===== src/rtl/sm4_block_if.sv =====
// Word-stream wrapper for the SM4 round engine: packs four input words into a
// block, applies ECB/CBC chaining around the core, and serialises the result.
module sm4_block_if #(
  parameter int CNT_W = 16
) (
  input  logic             clk,
  input  logic             rst,
  input  logic             dec_en,
  input  logic             cbc_en,
  input  logic             iv_load,
  input  logic [31:0]      iv0,
  input  logic [31:0]      iv1,
  input  logic [31:0]      iv2,
  input  logic [31:0]      iv3,
  input  logic [31:0]      in_data,
  input  logic             in_valid,
  output logic             in_ready,
  output logic [31:0]      X0,
  output logic [31:0]      X1,
  output logic [31:0]      X2,
  output logic [31:0]      X3,
  input  logic [31:0]      Y0,
  input  logic [31:0]      Y1,
  input  logic [31:0]      Y2,
  input  logic [31:0]      Y3,
  input  logic             finish,
  input  logic             rki_ready,
  output logic [31:0]      out_data,
  output logic             out_valid,
  input  logic             out_ready,
  output logic             busy,
  output logic [CNT_W-1:0] blk_cnt,
  output logic [1:0]       dbg_state
);

  typedef enum logic [1:0] {WAIT_KEY, COLLECT, ISSUE, EMIT} state_t;

  state_t            state_q, state_d;
  logic [1:0]        idx_q, idx_d;
  logic              key_ok_q;
  logic              dec_q, cbc_q;
  logic [0:3][31:0]  chain_q, x_q, ctb_q, out_q;
  logic [0:3][31:0]  y_w;
  logic [CNT_W-1:0]  blk_cnt_q;

  logic in_fire, out_fire, cur_dec, cur_cbc, iv_take;

  // Both streams transfer a word on a cycle where valid and ready are high
  // together; valid never waits on ready, and out_data is held while stalled.
  assign in_ready  = (state_q == COLLECT);
  assign out_valid = (state_q == EMIT);
  assign busy      = (state_q == ISSUE) || (state_q == EMIT);
  assign in_fire   = in_ready && in_valid;
  assign out_fire  = out_valid && out_ready;

  // Mode is taken live for word 0 and from the latched copy afterwards.
  assign cur_dec = (idx_q == 2'd0) ? dec_en : dec_q;
  assign cur_cbc = (idx_q == 2'd0) ? cbc_en : cbc_q;
  assign iv_take = iv_load && ((state_q == WAIT_KEY) ||
                   ((state_q == COLLECT) && (idx_q == 2'd0) && !in_fire));

  assign y_w       = {Y0, Y1, Y2, Y3};
  assign X0        = x_q[0];
  assign X1        = x_q[1];
  assign X2        = x_q[2];
  assign X3        = x_q[3];
  assign out_data  = out_q[idx_q];
  assign blk_cnt   = blk_cnt_q;
  assign dbg_state = state_q;

  always_comb begin
    state_d = state_q;
    idx_d   = idx_q;
    case (state_q)
      WAIT_KEY: if (key_ok_q) state_d = COLLECT;
      COLLECT: begin
        if (in_fire) begin
          idx_d = idx_q + 2'd1;
          if (idx_q == 2'd3) state_d = ISSUE;
        end
      end
      ISSUE: if (finish) state_d = EMIT;
      EMIT: begin
        if (out_fire) begin
          idx_d = idx_q + 2'd1;
          if (idx_q == 2'd3) state_d = COLLECT;
        end
      end
      default: state_d = WAIT_KEY;
    endcase
  end

  always_ff @(posedge clk or negedge rst) begin
    if (!rst) begin
      state_q <= WAIT_KEY;
      idx_q   <= 2'd0;
    end else begin
      state_q <= state_d;
      idx_q   <= idx_d;
    end
  end

  always_ff @(posedge clk or negedge rst) begin
    if (!rst) begin
      key_ok_q  <= 1'b0;
      dec_q     <= 1'b0;
      cbc_q     <= 1'b0;
      chain_q   <= '0;
      x_q       <= '0;
      ctb_q     <= '0;
      out_q     <= '0;
      blk_cnt_q <= '0;
    end else begin
      if (rki_ready) key_ok_q <= 1'b1;
      if (iv_take) chain_q <= {iv0, iv1, iv2, iv3};
      if (in_fire) begin
        x_q[idx_q] <= (!cur_dec && cur_cbc) ? (in_data ^ chain_q[idx_q]) : in_data;
        if (cur_dec) ctb_q[idx_q] <= in_data;
        if (idx_q == 2'd0) begin
          dec_q <= dec_en;
          cbc_q <= cbc_en;
        end
      end
      if ((state_q == ISSUE) && finish) begin
        for (int k = 0; k < 4; k++) begin
          out_q[k] <= (dec_q && cbc_q) ? (y_w[k] ^ chain_q[k]) : y_w[k];
        end
        if (cbc_q) chain_q <= dec_q ? ctb_q : y_w;
      end
      if (out_fire && (idx_q == 2'd3)) blk_cnt_q <= blk_cnt_q + CNT_W'(1);
    end
  end

endmodule


===== config.mk =====
export PLATFORM = sky130hd
export DESIGN_NAME = sm4_block_if
export DESIGN_NICKNAME = d
export VERILOG_FILES = /design/src/rtl/sm4_block_if.sv
export SDC_FILE = /design/constraint.sdc
export NUM_CORES = 1
export LEC_CHECK = 0
export BUFFER_PORTS_ARGS = -buffer_cell sky130_fd_sc_hd__clkbuf_2
export CORE_AREA = 2 2 195 341
export CTS_BUF_LIST = sky130_fd_sc_hd__clkbuf_2 sky130_fd_sc_hd__clkbuf_4 sky130_fd_sc_hd__clkbuf_8
export CTS_CLUSTER_SIZE = 14
export DETAILED_ROUTE_END_ITERATION = 10
export DIE_AREA = 0 0 197 343
export PLACE_DENSITY = 0.69
export REMOVE_ABC_BUFFERS = 1
export SYNTH_ARGS = -nofsm -noshare
export SYNTH_HDL_FRONTEND = slang
export SYNTH_SLANG_ARGS = --single-unit
export TNS_END_PERCENT = 10

===== constraint.sdc =====
create_clock -name clk -period 3 [get_ports clk]
set_clock_uncertainty 0.05 [all_clocks]
set_input_delay 0.6 -clock clk [delete_from_list [all_inputs] [get_ports clk]]
set_output_delay 0.6 -clock clk [all_outputs]
set_load 0.05 [all_outputs]

Word level (Yosys, flattened, before mapping)
Cells that the tools add are included.
{"block": "word_totals", "regBits": 535, "latch_bits": 0, "ram_bits": 0, "romBits": 0, "in_bits": 297, "out_inout_bits": 181, "wordCells": 93, "mem_count": 0}
{"block": "classes", "add_sub_neg": 2, "n_mul": 0, "div_mod_pow": 0, "order_cmp": 2, "n_eq_ne": 10, "shift": 0, "mux": 31, "n_bitwise": 6, "reduce_logical": 20}
{"cell": "two-way mux 128 bit", "n": 4}
{"cell": "two-way mux 32 bit", "n": 10}
{"cell": "bitwise mux 128 bit", "n": 2}
{"cell": "XOR 32 bit", "n": 5}
{"cell": "binary-select mux 32 bit (select 2 bit)", "n": 2}
{"cell": "demux 32 bit (select 2 bit)", "n": 1}
{"cell": "adder 16 x 1 -> 16 bit (second input constant)", "n": 1}
{"cell": "two-way mux 2 bit", "n": 8}
{"cell": "logical AND 1 bit", "n": 10}
{"cell": "!= test 2 x 1 -> 1 bit (second input constant)", "n": 4}
{"cell": "case mux 2 bit (4 select lines)", "n": 1}
{"cell": "== test 2 bit (second input constant)", "n": 3}
{"cell": "AND reduction 6 bit", "n": 1}
{"cell": "logical NOT 2 bit", "n": 2}
{"cell": "!= test 2 bit (second input constant)", "n": 2}
{"cell": "case mux 2 bit (2 select lines)", "n": 1}
{"cell": "greater-or-equal comparator 3 bit (second input constant)", "n": 1}
{"cell": "< comparator 3 x 1 -> 1 bit (second input constant)", "n": 1}
{"cell": "inverter 2 -> 3 bit", "n": 1}
{"cell": "AND reduction 3 bit", "n": 1}
{"cell": "adder 2 x 1 -> 2 bit (second input constant)", "n": 1}
{"cell": "== test 2 x 1 -> 1 bit (second input constant)", "n": 1}
{"cell": "logical NOT 1 bit", "n": 2}
{"cell": "logical OR 1 bit", "n": 2}
{"cell": "3 further kinds", "n": 4}

Logic depth before layout (Yosys ltp)
Gate-level depths: netlist of run 1.
{"block": "logic_depth", "ltp_word": 9, "ltp_mapped": 9, "mapped_depth_nobuf": 6}

Worst setup path before layout of run 1
Ideal clock, no wire load.
{"block": "synth_timing", "kind": "register -> register", "start": "register state_q[0] (netlist: dbg_state[0])", "end": "register blk_cnt_q[13] (netlist: blk_cnt[13])", "setup_ps": 141, "arrival_ps": 2326, "t_required_ps": 2809, "setup_slack_ps": 483, "stages_incl_launch_ff": 6, "n_path_buf": 0, "period_less_slack_ps": 2517, "path_cell_list": "dfrtp_1 -> ha_1 -> nand3_1 -> nor4_1 -> nand4_1 -> xnor2_1"}
{"block": "synth_between", "elab_chain_len": 3}
{"item": "from (decl)", "line_no": "38", "text": "state_t state_q, state_d;"}
{"item": "from (signal assigned)", "line_no": "98", "text": "state_q <= state_d;"}
{"item": "== test 2 bit", "line_no": "51", "text": "assign out_valid = (state_q == EMIT);"}
{"item": "net out_valid", "line_no": "29", "text": "output logic out_valid,"}
{"item": "logical AND 1 bit", "line_no": "54", "text": "assign out_fire = out_valid && out_ready;"}
{"item": "logical AND 1 bit", "line_no": "130", "text": "if (out_fire && (idx_q == 2'd3)) blk_cnt_q <= blk_cnt_q + CNT_W'(1);"}
{"item": "to (signal assigned)", "line_no": "130"}
{"item": "to (decl)", "line_no": "44", "text": "logic [CNT_W-1:0] blk_cnt_q;"}
The timed path passes the listed nets, and every way through them passes these cells.
A chain may end at the register's enable or synchronous reset.

Final worst setup path of run 1
{"block": "layout_timing", "start": "register idx_q[0]", "end": "output port out_data[19]"}
{"block": "layout_between", "elab_chain_len": 4}
{"item": "from (decl)", "line_no": "39", "text": "logic [1:0] idx_q, idx_d;"}
{"item": "from (signal assigned)", "line_no": "99", "text": "idx_q <= idx_d;"}
{"item": "inverter 2 -> 3 bit (implied by the code)", "line_no": "67", "text": "assign out_data = out_q[idx_q];"}
{"item": "binary-select mux 32 bit (select 2 bit)", "line_no": "67"}
{"item": "two-way mux 32 bit (implied by the code) (2 in a row)", "line_no": "67"}
{"item": "to (decl)", "line_no": "28", "text": "output logic [31:0] out_data,"}
No other way between the ends. The select of a mux whose other input is x is not followed.

==> results of run 1 <==
[power by group]
group          internal [uW]  leakage [uW]  switching, uW
Sequential             10400       0.00659           1970
Combinational           5990       0.00637          11600
Clock                   3840      0.000984           3110
Total                  20300        0.0139          16700
[synthesized netlist by cell type, types with 3 or more instances]
cell type  count
nand4_1      133
mux2_1        11
nor2_1       138
mux2_2       119
dfrtp_1      535
nand2_1      406
clkbuf_1     135
and3_1         3
ha_1          10
buf_1         21
buf_4          3
xnor2_1        9
o211ai_1     256
nand3_1        9
xor2_2        20
a21oi_1      128
inv_1          6
buf_2         55
mux4_2        64
nand2b_1     128
o21ai_2       20
and2_1         3
o21ai_0       50
xor2_1       147
o21ai_1       91
buf_6          3
mux2i_1        4
[registers in the layout, indices dropped and copies added (netlist names)]
| register | cells |
|---|---|
| chain_q | 128 |
| ctb_q | 128 |
| out_q | 128 |
| X0 | 32 |
| X1 | 32 |
| X2 | 32 |
| X3 | 32 |
| blk_cnt | 16 |
| dbg_state | 2 |
| idx_q | 2 |
| cbc_q | 1 |
| dec_q | 1 |
| key_ok_q | 1 |
[cell families after synthesis]
family                   count (synthesis)  synth area share
AO/OA/AOI/OAI                          549            0.1316
flip-flops                             535            0.5072
multiplexers                           198            0.1116
AND/OR/NAND/NOR                        829            0.1450
buffers and inverters                  224           0.03579
XOR/XNOR                               176           0.06409
adder cells (fa/ha/maj)                 10          0.004740
[final cells by class]
| type | instances | area (um2) | share of cell area |
|---|---|---|---|
| Timing Repair Buffer | 551 | 3418 | 0.1070 |
| Clock inverter | 23 | 234.0 | 0.007327 |
| Multi-Input combinational cell | 1762 | 12170 | 0.3812 |
| Inverter | 6 | 22.52 | 0.0007053 |
| Clock buffer | 125 | 1633 | 0.05113 |
| Sequential cell | 535 | 13400 | 0.4196 |
| Antenna cell | 12 | 30.03 | 0.0009404 |
| Tap cell | 819 | 1025 | 0.03209 |
[worst max-delay path by stage]
| stage | end | depth (start not counted) | slack, ns |
|---|---|---|---|
| after global routing | out_data[19] | 4 | 0.003 |
| after detailed placement | chain_q[86] | 7 | 0.40 |
| after global placement | chain_q[11] | 6 | 0.46 |
| after floorplan | chain_q[0] | 6 | -9.84 |
| final | out_data[19] | 4 | 0.07 |
| after CTS | out_data[28] | 4 | 0.005 |
[critical path: stages (launching register included)]
cell and delay [ns]:
dfrtp_4 0.48, buf_16 0.17, buf_12 0.16, mux4_2 0.50
clkbuf_2 0.26
[through the flow]
stage / total power, uW / utilization / cell area (um2)
final: 36960 / 0.4924 / 31930
after CTS: 37200 / 0.4919 / 31900
after global routing: 39040 / 0.4923 / 31930
after global placement: 29260 / 0.4597 / 29810
after detailed placement: 29630 / 0.4597 / 29810
after floorplan: 24570 / - / 25470
[metal layers]
layer	routed length, um	share of wire	track usage
met5	51	0.00057	0
met4	3886	0.044	0.1410
met3	5814	0.065	0.05131
met2	44500	0.50	0.4443
met1	34730	0.39	0.3183
[what timing repair did]
action,4_1_cts,5_1_grt
endpoints found under the hold margin,45,0
cloned,3,0
hold buffers,1,0
gates resized for setup,3,2
buffers inserted,6,0
endpoints found under the setup margin,24,2
==> results.cfg, run 1 <==
[detailed_routing]
routed-via-count = 21686
antenna_left = 0
wl_per_cell_um = 23.22
route.detailed.drc = 0
routed_wl_mm = 88.99
drt-vias-per-instance = 5.658
detailedRoute.firstIterationViolations = 1173
first_pass_iters = 7

[global_routing]
grt_pass1_vias = 22502
antenna_found_initial = 17
globalRoute.totalOverflow = 0
grt_pass1_wl_mm = 134.6
largest_net_degree_at_the_start_of_global_routing = 167
global_route_usage_sum = 0.2634

[power_and_ir_drop]
power.ir.vdd_worst_v = 0.0007766
static-leakage-power_uw = 0.01394
power-per-cell-area_nw_per_um2 = 1157

[cts]
worst_skew_pair_latency_ns = 0.69
path_clk_slew_ns = 0.07
numClockSinks = 535
numCtsBuffers = 84
htreeDepth = 3
clock_tree.root_cell = clkbuf_8
clock_tree_from_tritoncts = done
clockBufferDepth = 3

[placed_design]
place_worst_setup_slack_ns = 0.3951
gp_congestion = 0.8221
placement.io_buffers = 477
place.detailed.instances = 3663
hpwlAfterDp_mm = 57.33

[floorplanning]
core.rowCount = 124
dieWidth_um = 197
die_y_um = 343
die_area_um2 = 67570
starting_density_of_the_core = 0.4070
core_um2 = 64850
ioPinCount = 478

[yosys]
postSynthRegisterBits = 535
synth-warning-count = 0
avgSynthCellArea_um2 = 10.47
synth_edf_count = 0
yosysTopAreaCellShare = 0.5072
synth-seq-area-share = 0.5072
synth_largest_area_cell = dfrtp_1
netlist-cell-type-count = 37
synthCells = 2521
syn_area_um2 = 26400
synth_area_leaders = dfrtp_1, o211ai_1, nand2_1, mux4_2, mux2_2
synth_ff_type = dfrtp_1
ys_async_sr_fraction = 1.000

[finish]
stdcell_count = 3833
layout.cells.most_common_list = dfrtp_1, clkbuf_2, nand2_1, o211ai_1, xor2_1
area_delta_synth_final_pct = 20.98
final_layout_size_suffix_gt1_frac = 0.3135
mostFrequentLayoutCell = dfrtp_1
n_fill_cell = 6031
final_nets = 3247

[critical_path]
startpoint_type = register
cp.required_ns = 2.35
crit_type = reg -> out
worstPathArrival_ns = 2.28
crit_start = idx_q[0]
r2r_slack_ns = 0.24
cp-end-kind = output port
timing.reg2reg.worst_path_depth = 8
rr_startpoint = idx_q[0]
peak_fanout_along_the_critical_path = 6
worst_r2r_endpoint = chain_q[34]

[sta]
finalHoldViolCount = 0
setup_repair_after_global_routing_missed_its_margin = no
timing.hold.ws_ns = 0.09119
timing.setup.tns_ns = 0
max_slew_headroom = 0.3339
period_needed_ns = 2.927
maxSlewViolCount = 0
layout_worst_path_cycle_share = 0.9757
max_slew.worst_pin.slew_ns = 0.9992
finalWorstSetupSlack_ns = 0.07282
setup-violations-final = 0
timing.fmax_mhz = 341.6

[worst_hold_path]
worstHoldStart = rki_ready
timing.hold.worst.class = in -> reg
timing.hold.worst_endpoint = key_ok_q
hold-path-cell-count = 2

[status]
outcome = completed

[run]
maxCapViolCount = 0
Note: power is estimated with default switching activity, not from simulation.
==> inputs of run 2 (changes only) <==
--- a/config.mk
+++ b/config.mk
@@ -5,7 +5,7 @@
 export SDC_FILE = /design/constraint.sdc
 export NUM_CORES = 1
 export LEC_CHECK = 0
-export BUFFER_PORTS_ARGS = -buffer_cell sky130_fd_sc_hd__clkbuf_2
+export BUFFER_PORTS_ARGS = -buffer_cell sky130_fd_sc_hd__buf_2
 export CORE_AREA = 2 2 195 341
 export CTS_BUF_LIST = sky130_fd_sc_hd__clkbuf_2 sky130_fd_sc_hd__clkbuf_4 sky130_fd_sc_hd__clkbuf_8
 export CTS_CLUSTER_SIZE = 14
==> results.cfg, run 2 (synthesis results as in run 1) <==
[power_and_ir_drop]
power-per-cell-area_nw_per_um2 = 1142
report.power.total_uw = 36270
static-leakage-power_uw = 0.01381
power.ir.vdd_worst_v = 0.0007464

[critical_path]
crit_start = idx_q[1]
crit_type = reg -> out
startpoint_type = register
rr_startpoint = idx_q[0]
worstPathArrival_ns = 2.27
peak_fanout_along_the_critical_path = 67
cp.required_ns = 2.35
cp-end-kind = output port

[detailed_routing]
route.detailed.drc = 0
wl_per_cell_um = 22.93
routed-via-count = 21705
first_pass_iters = 6
antenna_left = 0
detailedRoute.firstIterationViolations = 1122
routed_wl_mm = 87.84
drt-vias-per-instance = 5.666

[floorplanning]
core_um2 = 64850
die_area_um2 = 67570
core.rowCount = 124
die_y_um = 343
dieWidth_um = 197
ioPinCount = 478
starting_density_of_the_core = 0.4070

[placed_design]
hpwlAfterDp_mm = 56.13
placed_area_um2 = 29830
placement.io_buffers = 477
gp_congestion = 0.8400

[finish]
regArea_um2 = 13400
n_fill_cell = 6090
layout.cells.most_common_list = dfrtp_1, buf_2, nand2_1, o211ai_1, xor2_1
reg.largest.list = chain_q (128), ctb_q (128), out_q (128)
final_nets = 3244
mostFrequentLayoutCell = dfrtp_1
area_delta_synth_final_pct = 20.26
area_taken_by_multi_input_logic_gates_um2 = 12170
final_layout_size_suffix_gt1_frac = 0.3121
stdcell_area_um2 = 31740

[sta]
period_needed_ns = 2.920
max_slew_headroom = 0.3702
layout_worst_path_cycle_share = 0.9734
setup-violations-final = 0
setup_repair_after_global_routing_missed_its_margin = yes
timing.fmax_mhz = 342.4
max_slew.worst_pin.slew_ns = 0.9447
finalHoldViolCount = 0
timing.hold.ws_ns = 0.09893
maxSlewViolCount = 0

[cts]
htreeDepth = 3
clock_tree_from_tritoncts = done
clock_tree.root_cell = clkbuf_8
clockBufferDepth = 3
worst_skew_pair_latency_ns = 0.67
path_clk_slew_ns = 0.06
numCtsBuffers = 81
numClockSinks = 535

[global_routing]
global_route_usage_sum = 0.2610
largest_net_degree_at_the_start_of_global_routing = 166
grt_pass1_wl_mm = 134.1
globalRoute.totalOverflow = 0
grt_pass1_vias = 22590
antenna_found_initial = 26

[worst_hold_path]
worstHoldStart = rki_ready
timing.hold.worst.class = in -> reg

[run]
maxCapViolCount = 0

[status]
outcome = completed
run 2: final timing paths:
kind | end | slack, ns | cells past startpoint
setup / recovery | out_data[30] | 0.08 | 3
hold / removal | key_ok_q | 0.1 | 2
setup reg to reg | X3[27] | 0.31 | 8
hold reg to reg | ctb_q[22] | 0.43 | 1
max in group asynchronous | X2[25] | 1.47 | 3
min in group asynchronous | X2[4] | 0.47 | 2
run 2: final cells by class:
| class | instances | share of cell area |
|---|---|---|
| antenna | 16 | 0.001261 |
| clock buffer | 123 | 0.04958 |
| clock inverter | 19 | 0.004375 |
| inverter | 6 | 0.0007095 |
| multi-input combinational | 1762 | 0.3835 |
| sequential | 535 | 0.4221 |
| tap | 819 | 0.03228 |
| timing repair buffer | 551 | 0.1062 |
run 2: through the flow:
stage           TNS (ns)  instances  setup slack, ns  utilization
5_1_grt        -0.002837       3828        -0.002837       0.4894
2_1_floorplan   -2792.22       2303           -9.843            -
4_1_cts                0       3815         0.001506       0.4888
3_3_place_gp           0       3665           0.2235       0.4599
6_report               0       3831          0.07984       0.4895
3_5_place_dp           0       3665           0.1885       0.4599
run 2: repair_timing:
item,in CTS,in global routing
hold endpoints to repair,57,0
gates cloned,2,0
buffers inserted,5,0
resized for setup,6,1
pin swaps,0,0
hold buffers,1,0
endpoints found under the setup margin,32,9
run 2: where the power goes:
part           internal [uW]  switching, uW
Clock                   3450           3020
Combinational           5940          11500
Sequential             10400           1920
run 2: critical path, stage by stage (launching register included):
cell,delay (ns)
dfrtp_4,0.42
buf_12,0.44
mux4_2,0.45
buf_2,0.24
run 2: per-layer routing:
layer	routed length, um	up-vias	share of wire	GRT usage
met5	109	-	0.0012	0
met4	4094	16	0.047	0.1346
met3	5782	234	0.066	0.04817
met2	43540	894	0.50	0.4415
met1	34310	10809	0.39	0.3181
li1	-	9752	-	-
